==> src/rtl/down_timer_if.sv <==
// down_timer_if: control/status bundle between a controller and down_timer
//   load/load_val/en/stop/auto_reload : controller -> timer
//   out/busy/tc                       : timer -> controller
interface down_timer_if #(parameter int WIDTH = 4);
  logic             load;
  logic [WIDTH-1:0] load_val;
  logic             en;
  logic             stop;
  logic             auto_reload;
  logic [WIDTH-1:0] out;
  logic             busy;
  logic             tc;
  modport master (output load, load_val, en, stop, auto_reload, input out, busy, tc);
  modport slave  (input load, load_val, en, stop, auto_reload, output out, busy, tc);
endinterface

==> src/rtl/down_timer.sv <==
// down_timer: loadable down-counter with one-cycle terminal-count pulse and optional auto-reload
//   clk : rising-edge clock
//   res : asynchronous active-high reset
//   bus : down_timer_if slave (load, load_val, en, stop, auto_reload in; out, busy, tc out)
module down_timer #(parameter int WIDTH = 4) (
  input logic         clk,
  input logic         res,
  down_timer_if.slave bus
);
  typedef enum logic {IDLE, RUN} state_t;
  state_t           r_state;
  logic [WIDTH-1:0] r_out;
  logic [WIDTH-1:0] r_reload;
  logic             r_tc;
  logic             w_term;
  logic             w_load_zero;
  // terminal decrement happens from 1; 0 is folded in so the count can never wrap
  assign w_term      = r_out[WIDTH-1:1] == '0;
  assign w_load_zero = bus.load_val == '0;
  always_ff @(posedge clk or posedge res)
    if (res) begin
      r_state  <= IDLE;
      r_out    <= '0;
      r_reload <= '0;
      r_tc     <= 1'b0;
    end else begin
      r_tc <= 1'b0;
      if (bus.stop) r_state <= IDLE;
      else if (bus.load) begin
        r_out    <= bus.load_val;
        r_reload <= bus.load_val;
        r_state  <= w_load_zero ? IDLE : RUN;
        r_tc     <= w_load_zero;
      end else if (r_state == RUN && bus.en) begin
        r_out   <= w_term ? (bus.auto_reload ? r_reload : '0) : r_out - WIDTH'(1);
        r_state <= (w_term && !bus.auto_reload) ? IDLE : RUN;
        r_tc    <= w_term;
      end
    end
  assign bus.out  = r_out;
  assign bus.busy = r_state == RUN;
  assign bus.tc   = r_tc;
endmodule

==> src/flat_wrapper.sv <==
// flat-port wrapper written by rule: the top's interface ports become plain ports
module down_timer_flat 
#(parameter int WIDTH = 4)
  (clk, res, bus_load, bus_load_val, bus_en, bus_stop, bus_auto_reload, bus_out, bus_busy, bus_tc);
  down_timer_if #(.WIDTH(WIDTH)) bus_i ();
  input logic clk;
  input logic res;
  input wire logic [$bits(bus_i.load)-1:0] bus_load;
  input wire logic [$bits(bus_i.load_val)-1:0] bus_load_val;
  input wire logic [$bits(bus_i.en)-1:0] bus_en;
  input wire logic [$bits(bus_i.stop)-1:0] bus_stop;
  input wire logic [$bits(bus_i.auto_reload)-1:0] bus_auto_reload;
  output wire logic [$bits(bus_i.out)-1:0] bus_out;
  output wire logic [$bits(bus_i.busy)-1:0] bus_busy;
  output wire logic [$bits(bus_i.tc)-1:0] bus_tc;
  assign bus_i.load = bus_load;
  assign bus_i.load_val = bus_load_val;
  assign bus_i.en = bus_en;
  assign bus_i.stop = bus_stop;
  assign bus_i.auto_reload = bus_auto_reload;
  assign bus_out = bus_i.out;
  assign bus_busy = bus_i.busy;
  assign bus_tc = bus_i.tc;
  down_timer #(.WIDTH(WIDTH)) u_core (.clk(clk), .res(res), .bus(bus_i));
endmodule
==> config.mk <==
export PLATFORM = sky130hd
export DESIGN_NAME = down_timer_flat
export DESIGN_NICKNAME = d
export VERILOG_FILES = /design/src/rtl/down_timer_if.sv /design/src/rtl/down_timer.sv /design/src/flat_wrapper.sv
export SDC_FILE = /design/constraint.sdc
export NUM_CORES = 1
export LEC_CHECK = 0
export ABC_CLOCK_PERIOD_IN_PS = 1600
export CAP_MARGIN = 15
export CORE_MARGIN = 5
export CORE_UTILIZATION = 45
export DETAILED_ROUTE_END_ITERATION = 8
export PLACE_DENSITY = 0.75
export SLEW_MARGIN = 10
export SYNTH_ARGS = -nofsm -noshare
export SYNTH_HDL_FRONTEND = slang
export SYNTH_SLANG_ARGS = --single-unit
==> constraint.sdc <==
create_clock -name clk -period 1.6 [get_ports clk]
set_input_delay 0.24 -clock clk [delete_from_list [all_inputs] [get_ports clk]]
set_output_delay 0.24 -clock clk [all_outputs]
set_load 0.01 [all_outputs]
==> flow_metrics.tcl, run 1 <==
set metrics [dict create \
    status "finished clean" \
    rsz0062_at_grt "false" \
    antenna_found_initial 0 \
    cts_buffers 3 \
    syn_area_per_cell_um2 10.1 \
    h-tree-depth 1 \
    yosysTopAreaCellShare 0.426 \
    vdd_drop_max_v 0.000508 \
    gp_congestion 0.843 \
    crit_fanout 8 \
    gr-total-overflow 0 \
    critical_path_buf_inv_count 1 \
    cts.clk_slew.worst_paths_ps 70 \
    syn-cell-area_um2 587 \
    port-buffer-count 15 \
    setup_viol 0 \
    max_cap_viol_count 0 \
    core_mm2 0.00127 \
    critPathTopFamily "buffers and inverters" \
    arrival_ps 1280 \
    final_cell_count_no_fill 94 \
    setup_tns_ps 0 \
    firstDrtPassIters 4 \
    postRouteAntennaNets 0 \
    fin_crit_ps 1520 \
    synthFlopType "dfrtp_1" \
    dp_cells 90 \
    critPathRequiredTime_ps 1360 \
    cellLeakagePower_nw 0.338 \
    synth_area_leaders "dfrtp_1 (43%), mux2_2 (5.8%), inv_1 (5.1%), o21ai_0 (2.6%), a211oi_1 (2.6%)" \
    drive_gt1_frac 0.241 \
    vias_per_cell 5.94 \
    diodes 0 \
    slew_violations 0 \
    cts_resized 0 \
    clk_latency_ps 270 \
    start_util 0.463 \
    ys_seq_area_frac 0.426 \
    min_path_type "input pin to async pin" \
    hold_ws_ps 248 \
    wl_per_cell_um 15.5 \
    yosysWarnings 0 \
    fp.dieW_um 46.1 \
    yosysTopAreaCell "dfrtp_1" \
    grt.total_usage 0.164 \
    worstSetupPathType "flip-flop to output pin" \
    min_period_over_period 0.947 \
    grt_pass1_wl_mm 2.39 \
    clock_path_buffers 2 \
    dieHeight_um 46.1 \
    cpPeakStageDelay_ps 560 \
    drt-initial-drc-count 34 \
    vias 558 \
    rows 13 \
    cts_root_buffer "clkbuf_4" \
    cpMaxStageDelayCell "clkdlybuf4s50_1" \
    worstMarginPinSlew_ps 385 \
    timing.slew.headroom 0.737 \
    crit_path_cell_trace "clkdlybuf4s50_1" \
    die_area_mm2 0.00213 \
    hold_viol_final 0 \
    ios 16 \
    ys_types 31 \
    synth_common_cells "dfrtp_1 (10), inv_1 (8), mux2_2 (3), nor2_1 (3), o21ai_0 (3)" \
    postCtsSetupBuffers 0 \
    syn_nets 69 \
    hold_buffers 0 \
    power_density_mw_per_mm2 1010 \
    synth-async-reset-ratio 1.00 \
    max_freq_mhz 660 \
    grt_max_degree 11 \
    yosysMostFrequentCell "dfrtp_1" \
    endpoint_kind "output pin" \
    synth_edf_count 0 \
    wirelength_mm 1.45 \
    dp_hpwl_mm 1.12 \
    syn_to_final_growth_pct 38.6 \
    cts_tree "built" \
    finClkSkew_ps 2.21 \
    start_kind "flip-flop" \
    ys_ff_latch 10 \
    drc 0 \
    finalNetCount 91 \
    grt_pass1_vias 505 \
    synthCells 58 \
    cts_sinks 10 \
]
-- cell type report --
cell class / instances / area (um^2)
clock buffer: 4 / 36.3
fill: 114 / 455
inverter: 8 / 30.0
multi-input combinational: 39 / 302
sequential: 10 / 254
tap: 15 / 18.8
timing repair buffer: 18 / 173
-- worst paths after layout --
check	start	endpoint	slack [ps]	cells after the start
min in group clk	u_core.r_reload[3]	u_core.r_reload[3]	520	1
hold / removal	res	u_core.r_reload[1]	250	2
setup reg to reg	u_core.bus.out[3]	u_core.bus.out[1]	210	3
hold reg to reg	u_core.r_reload[3]	u_core.r_reload[3]	520	1
setup / recovery	u_core.bus.out[1]	bus_out[1]	80	1
max in group asynchronous	res	u_core.bus.out[3]	1050	2
-- per-stage QoR --
step / utilization / worst slack [ps] / instance area, um^2 / total power [mW]
finish: 0.641 / 84.6 / 813 / 0.818
global route: 0.641 / 28.0 / 813 / 0.874
CTS: 0.638 / 10.5 / 810 / 0.823
detailed placement: 0.609 / 25.9 / 773 / 0.585
global placement: 0.609 / 12.4 / 773 / 0.581
floorplan: - / 249 / 587 / 0.470
-- flip-flops by register name (all words and copies together) (netlist names) --
register and flops:
u_core.bus.tc 1, u_core.r_reload 4, u_core.bus.busy 1, u_core.bus.out 4
-- where the power goes --
| group | internal, mW | switching [mW] | leakage (nW) |
|---|---|---|---|
| Clock | 0.138 | 0.0935 | 0.0210 |
| Sequential | 0.293 | 0.0524 | 0.118 |
| Combinational | 0.139 | 0.102 | 0.199 |
-- routing by layer --
layer / vias to the layer above / share of wire / global-route usage
li1: 262 / - / -
met1: 268 / 0.43 / 0.200
met2: 23 / 0.47 / 0.247
met3: 5 / 0.066 / 0.0273
met4: 0 / 0.031 / 0.136
met5: - / 0 / 0
-- kinds of logic (layout without fill, tap and decap cells) --
family          count (synthesis)  after routing  share of synthesized area
compound gates                 19             19                      0.252
fa+ha+maj                       1              1                     0.0213
simple gates                   15             15                      0.166
flops                          10             10                      0.426
buf+inv                         9             30                     0.0597
mux                             4              4                     0.0746
-- cell usage in the layout, fill, tap and decap left out, types with 2 or more instances in the layout --
| cell | synthesis | layout |
|---|---|---|
| a31oi_1 | 2 | 2 |
| or3_1 | 2 | 2 |
| inv_1 | 8 | 8 |
| mux2_2 | 3 | 3 |
| dfrtp_2 | 0 | 3 |
| buf_4 | 0 | 3 |
| o21a_1 | 2 | 2 |
| and2_1 | 2 | 2 |
| clkdlybuf4s50_1 | 0 | 15 |
| o21ai_0 | 3 | 3 |
| clkbuf_4 | 0 | 3 |
| nor2_1 | 3 | 3 |
| a211oi_1 | 2 | 2 |
| dfrtp_1 | 10 | 7 |
(Power assumes the default switching activity.)
==> run 2: changes to the inputs <==
--- a/config.mk
+++ b/config.mk
@@ -5,11 +5,12 @@
 export SDC_FILE = /design/constraint.sdc
 export NUM_CORES = 1
 export LEC_CHECK = 0
-export ABC_CLOCK_PERIOD_IN_PS = 1600
+export ABC_CLOCK_PERIOD_IN_PS = 1400
 export CAP_MARGIN = 15
 export CORE_MARGIN = 5
 export CORE_UTILIZATION = 45
 export DETAILED_ROUTE_END_ITERATION = 8
+export GPL_TIMING_DRIVEN = 0
 export PLACE_DENSITY = 0.75
 export SLEW_MARGIN = 10
 export SYNTH_ARGS = -nofsm -noshare
==> constraint.sdc (replaced) <==
create_clock -name clk -period 1.4 [get_ports clk]
set_input_delay 0.21 -clock clk [delete_from_list [all_inputs] [get_ports clk]]
set_output_delay 0.21 -clock clk [all_outputs]
set_load 0.01 [all_outputs]
==> run 2 against run 1 <==
  * Core utilization rose by 2.6 points
  * Cell area increased by 4.0%
  * Count of clock-buffer cells in the layout down 1
  * Flip-flop and latch count is the same
  * Worst setup slack worse by 78 ps
  * Register-to-register slack worse by 200 ps
  * First-iteration DRC count is 56% lower
  * Critical path type is now flip-flop to flip-flop
  * Non-clock buffer count up 3
==> flow_metrics.tcl, run 2 (same netlist as run 1, synthesis figures left out) <==
set metrics [dict create \
    slew_violations 0 \
    grt_max_degree 11 \
    endpoint "u_core.bus.out[3]" \
    fillCellCount 116 \
    arrival_ps 1530 \
    min_period_over_period 0.995 \
    antenna_found_initial 0 \
    wirelength_mm 1.55 \
    status "finished clean" \
    grt_pass1_vias 580 \
    power_density_mw_per_mm2 1110 \
    power_frac_seq 0.399 \
    start_util 0.463 \
    max_cap_viol_count 0 \
    gr-total-overflow 0 \
    cpPeakStageDelay_ps 430 \
    crit_fanout 4 \
    cts_root_buffer "clkbuf_4" \
    cp_num_cells 4 \
    cts_tree "built" \
    reg2reg_from "u_core.bus.out[2]" \
    worstSetupPathType "flip-flop to flip-flop" \
    dp_cells 87 \
    timing.rr.end "u_core.bus.out[3]" \
    critical_path_buf_inv_count 1 \
    cts.clk_slew.worst_paths_ps 70 \
    drt-initial-drc-count 15 \
    dp_hpwl_mm 1.07 \
    setup_viol 0 \
    crit_path_cell_trace "buf_4, or3_1, a211oi_2, o22ai_2" \
    switchingPower_mw 0.304 \
    r2r_slack_ps 7 \
    critPathTopFamily "flip-flops" \
    start_kind "flip-flop" \
    hold_viol_final 0 \
    hold_ws_ps 229 \
    rows 13 \
    core_mm2 0.00127 \
    ff_latch_area_um2 254 \
    setup.worst_path.start "u_core.bus.out[2]" \
    gp_congestion 0.761 \
    max_freq_mhz 718 \
    dieHeight_um 46.1 \
    critPathRequiredTime_ps 1540 \
    fin_crit_ps 1390 \
    clock_path_buffers 2 \
    grt.total_usage 0.183 \
    drc 0 \
    vias_per_cell 5.97 \
    timing.slew.headroom 0.731 \
    hold_buffers 0 \
    diodes 0 \
    rsz0062_at_grt "true" \
    ios 16 \
    vias 573 \
    cts_buffers 3 \
    vdd_drop_max_v 0.000662 \
    worstMarginPinSlew_ps 403 \
    min_path_type "input pin to async pin" \
    port-buffer-count 14 \
    clockPowerShare 0.217 \
    cpMaxStageDelayCell "dfrtp_2" \
    postRouteAntennaNets 0 \
    wl_per_cell_um 16.2 \
    intPower_mw 0.636 \
    die_area_mm2 0.00213 \
    endpoint_kind "flip-flop" \
    p_comb_frac 0.384 \
    fp.dieW_um 46.1 \
    sw_frac_of_total 0.323 \
    h-tree-depth 1 \
    layout_commonest_cell "clkdlybuf4s50_1" \
    syn_to_final_growth_pct 44.1 \
    final_cell_count_no_fill 96 \
    grt_pass1_wl_mm 2.68 \
    layout_common_cells "clkdlybuf4s50_1 (9), inv_1 (8), dfrtp_1 (7), dlygate4sd2_1 (5), buf_4 (5)" \
    multiInputGateArea_um2 324 \
    drive_gt1_frac 0.309 \
    finalNetCount 94 \
    cellLeakagePower_nw 0.368 \
    firstDrtPassIters 4 \
    clk_latency_ps 270 \
    finClkSkew_ps 8.75 \
    r2r_cells 4 \
    cts_sinks 10 \
]
[run 2: worst min-delay path by stage]
| stage | start | end | cells past startpoint |
|---|---|---|---|
| floorplan | res | u_core.bus.busy | 1 |
| global placement | u_core.r_reload[3] | u_core.r_reload[3] | 1 |
| detailed placement | u_core.r_reload[3] | u_core.r_reload[3] | 1 |
| CTS | res | u_core.r_reload[3] | 2 |
| global route | res | u_core.r_reload[2] | 2 |
| finish | res | u_core.r_reload[3] | 2 |
[run 2: per-layer routing]
| layer | GRT usage | wire, um | up-vias |
|---|---|---|---|
| met2 | 0.288 | 746 | 20 |
| li1 | - | - | 265 |
| met1 | 0.219 | 643 | 282 |
| met4 | 0.119 | 52 | 0 |
| met5 | 0 | 0 | - |
| met3 | 0.0430 | 110 | 6 |
[run 2: cell type report]
type,count,share of cell area
well taps,15,0.0222
multi-input cells,39,0.383
repair buffers,20,0.226
flip-flops and latches,10,0.300
clock buffers,3,0.0266
inverters,8,0.0355
plain buffers,1,0.00592
[run 2: metrics by stage]
step / cell area, um^2 / TNS (ps) / worst slack (ps) / utilization / power [mW]
final: 846 / 0 / 6.68 / 0.667 / 0.940
after global routing: 846 / -45.0 / -38.4 / 0.667 / 1.00
after CTS: 812 / 0 / 3.57 / 0.640 / 0.898
after detailed placement: 746 / -1360 / -202 / 0.588 / 0.662
after global placement: 746 / -1210 / -195 / 0.588 / 0.652
after floorplan: 587 / 0 / 48.8 / - / 0.537
[run 2: worst reg2reg max path, stage by stage (launching register included)]
cell      delay [ps]
dfrtp_2          430
buf_4            150
or3_1            350
a211oi_2         230
o22ai_2          100
[run 2: repair_timing]
| action | in CTS | in global routing |
|---|---|---|
| setup endpoints to repair | 6 | 4 |
| buffers inserted | 5 | 1 |
| pin swaps | 1 | 2 |
| hold endpoints to repair | 0 | 0 |
| resized for setup | 9 | 4 |
[run 2: power by group through the flow]
stage	clock (mW)	sequential [mW]	combinational (mW)
detailed placement	0	0.394	0.268
floorplan	0	0.392	0.145
global route	0.223	0.383	0.397
CTS	0.199	0.382	0.316
global placement	0	0.391	0.261
finish	0.204	0.375	0.361
==> run 3: changes to the inputs <==
--- a/config.mk
+++ b/config.mk
@@ -6,11 +6,11 @@
 export NUM_CORES = 1
 export LEC_CHECK = 0
 export ABC_CLOCK_PERIOD_IN_PS = 1400
-export CAP_MARGIN = 15
+export CAP_MARGIN = 10
 export CORE_MARGIN = 5
 export CORE_UTILIZATION = 45
 export DETAILED_ROUTE_END_ITERATION = 8
-export GPL_TIMING_DRIVEN = 0
+export MAX_ROUTING_LAYER = met4
 export PLACE_DENSITY = 0.75
 export SLEW_MARGIN = 10
 export SYNTH_ARGS = -nofsm -noshare
==> run 3 against run 2 <==
  * Critical path type unchanged
  * Flip-flop and latch count is the same
  * Non-clock buffer count grew 9
  * First-iteration DRC count is the same
  * Critical path depth is the same
  * Global-route usage shrank 0.68 points
  * Combinational power grew 23%
  * Register-to-register slack is essentially flat
  * Wire length grew 11%
  * Final cell count grew 9.4%
==> flow_metrics.tcl, run 3 (same netlist as run 1, synthesis figures left out) <==
set metrics [dict create \
    hold_viol_final 0 \
    dieHeight_um 46.1 \
    r2r_slack_ps 3 \
    vdd_drop_max_v 0.000598 \
    endpoint_kind "flip-flop" \
    crit_path_cell_trace "buf_12, a2111oi_0, o211ai_1, o221a_2" \
    worstSetupPathType "flip-flop to flip-flop" \
    hold_ws_ps 218 \
    grt_pass1_wl_mm 2.52 \
    max_freq_mhz 716 \
    critical_path_buf_inv_count 1 \
    timing.rr.end "u_core.bus.out[0]" \
    cts.clk_slew.worst_paths_ps 60 \
    gr-total-overflow 0 \
    rows 13 \
    final_cell_count_no_fill 105 \
    dp_hpwl_mm 1.15 \
    drive_gt1_frac 0.389 \
    worstMarginPinSlew_ps 433 \
    reg2reg_from "u_core.bus.out[3]" \
    critPathRequiredTime_ps 1550 \
    hold_buffers 0 \
    grt_pass1_vias 584 \
    cts_buffers 3 \
    r2r_cells 4 \
    fin_util 0.749 \
    fp.dieW_um 46.1 \
    port-buffer-count 15 \
    cts_tree "built" \
    status "finished clean" \
    diodes 0 \
    clk_latency_ps 260 \
    vias_per_cell 5.91 \
    crit_fanout 4 \
    finalNetCount 103 \
    wirelength_mm 1.72 \
    core_mm2 0.00127 \
    total_power_mw 1.01 \
    drt-initial-drc-count 15 \
    finClkSkew_ps 4.49 \
    start_kind "flip-flop" \
    wl_per_cell_um 16.4 \
    arrival_ps 1550 \
    dp_slack_ps -180 \
    clock_path_buffers 2 \
    dp_cells 97 \
    layout_commonest_cell "buf_4" \
    syn_to_final_growth_pct 61.8 \
    gp_congestion 0.813 \
    grt.total_usage 0.176 \
    die_area_mm2 0.00213 \
    postRouteAntennaNets 0 \
    cts_sinks 10 \
    slew_violations 0 \
    antenna_found_initial 0 \
    cts_root_buffer "clkbuf_4" \
    max_cap_viol_count 0 \
    worst_slack_ps 3.24 \
    min_period_over_period 0.998 \
    setup_viol 0 \
    ios 16 \
    timing.slew.headroom 0.704 \
    cellLeakagePower_nw 0.422 \
    start_util 0.463 \
    layout_common_cells "buf_4 (13), clkdlybuf4s50_1 (11), dfrtp_1 (7), inv_1 (6)" \
    critPathTopFamily "compound AO/OA/AOI/OAI gates" \
    vias 621 \
    grt_max_degree 11 \
    firstDrtPassIters 4 \
    setup.worst_path.start "u_core.bus.out[3]" \
    fin_crit_ps 1400 \
    cpPeakStageDelay_ps 440 \
    rsz0062_at_grt "true" \
    power_density_mw_per_mm2 1070 \
    cpMaxStageDelayCell "a2111oi_0" \
    h-tree-depth 1 \
    drc 0 \
    min_path_type "input pin to async pin" \
]
-- run 3: worst max path at each step --
| stage | endpoint | slack, ps | cells past startpoint |
|---|---|---|---|
| finish | u_core.bus.out[0] | 3 | 4 |
| global route | u_core.bus.out[0] | -140 | 4 |
| CTS | bus_out[2] | 10 | 1 |
| detailed placement | u_core.r_reload[3] | -180 | 3 |
| global placement | u_core.r_reload[0] | -160 | 3 |
| floorplan | u_core.bus.out[1] | 50 | 3 |
-- run 3: per-layer routing --
metal | vias up | part of all wire | track usage
met4 | 0 | 0.029 | 0.125
met3 | 7 | 0.065 | 0.0430
li1 | 283 | - | -
met1 | 304 | 0.39 | 0.206
met5 | - | 0 | -
met2 | 27 | 0.51 | 0.261
-- run 3: what timing repair did --
action                                  4_1_cts  5_1_grt
gates resized for setup                       7        8
endpoints found under the setup margin        5        4
gates cloned                                  0        0
pin swaps                                     0        4
buffers inserted                              4        1
-- run 3: final cells by class --
class	count	area [um^2]
inverter	8	30.0
multi-input combinational	39	347
clock buffer	3	22.5
sequential	10	254
tap	15	18.8
timing repair buffer	30	278
fill	85	319
-- run 3: through the flow --
| step | setup TNS (ps) | cell area [um^2] |
|---|---|---|
| 2_1_floorplan | 0 | 587 |
| 3_3_place_gp | -864 | 826 |
| 3_5_place_dp | -1210 | 826 |
| 4_1_cts | 0 | 883 |
| 5_1_grt | -199 | 950 |
| 6_report | 0 | 950 |
-- run 3: power by group --
group	switching, mW	leakage [nW]	total (mW)	internal, mW
Clock	0.0935	0.0138	0.193	0.0991
Combinational	0.192	0.290	0.444	0.252
Sequential	0.0403	0.118	0.375	0.335
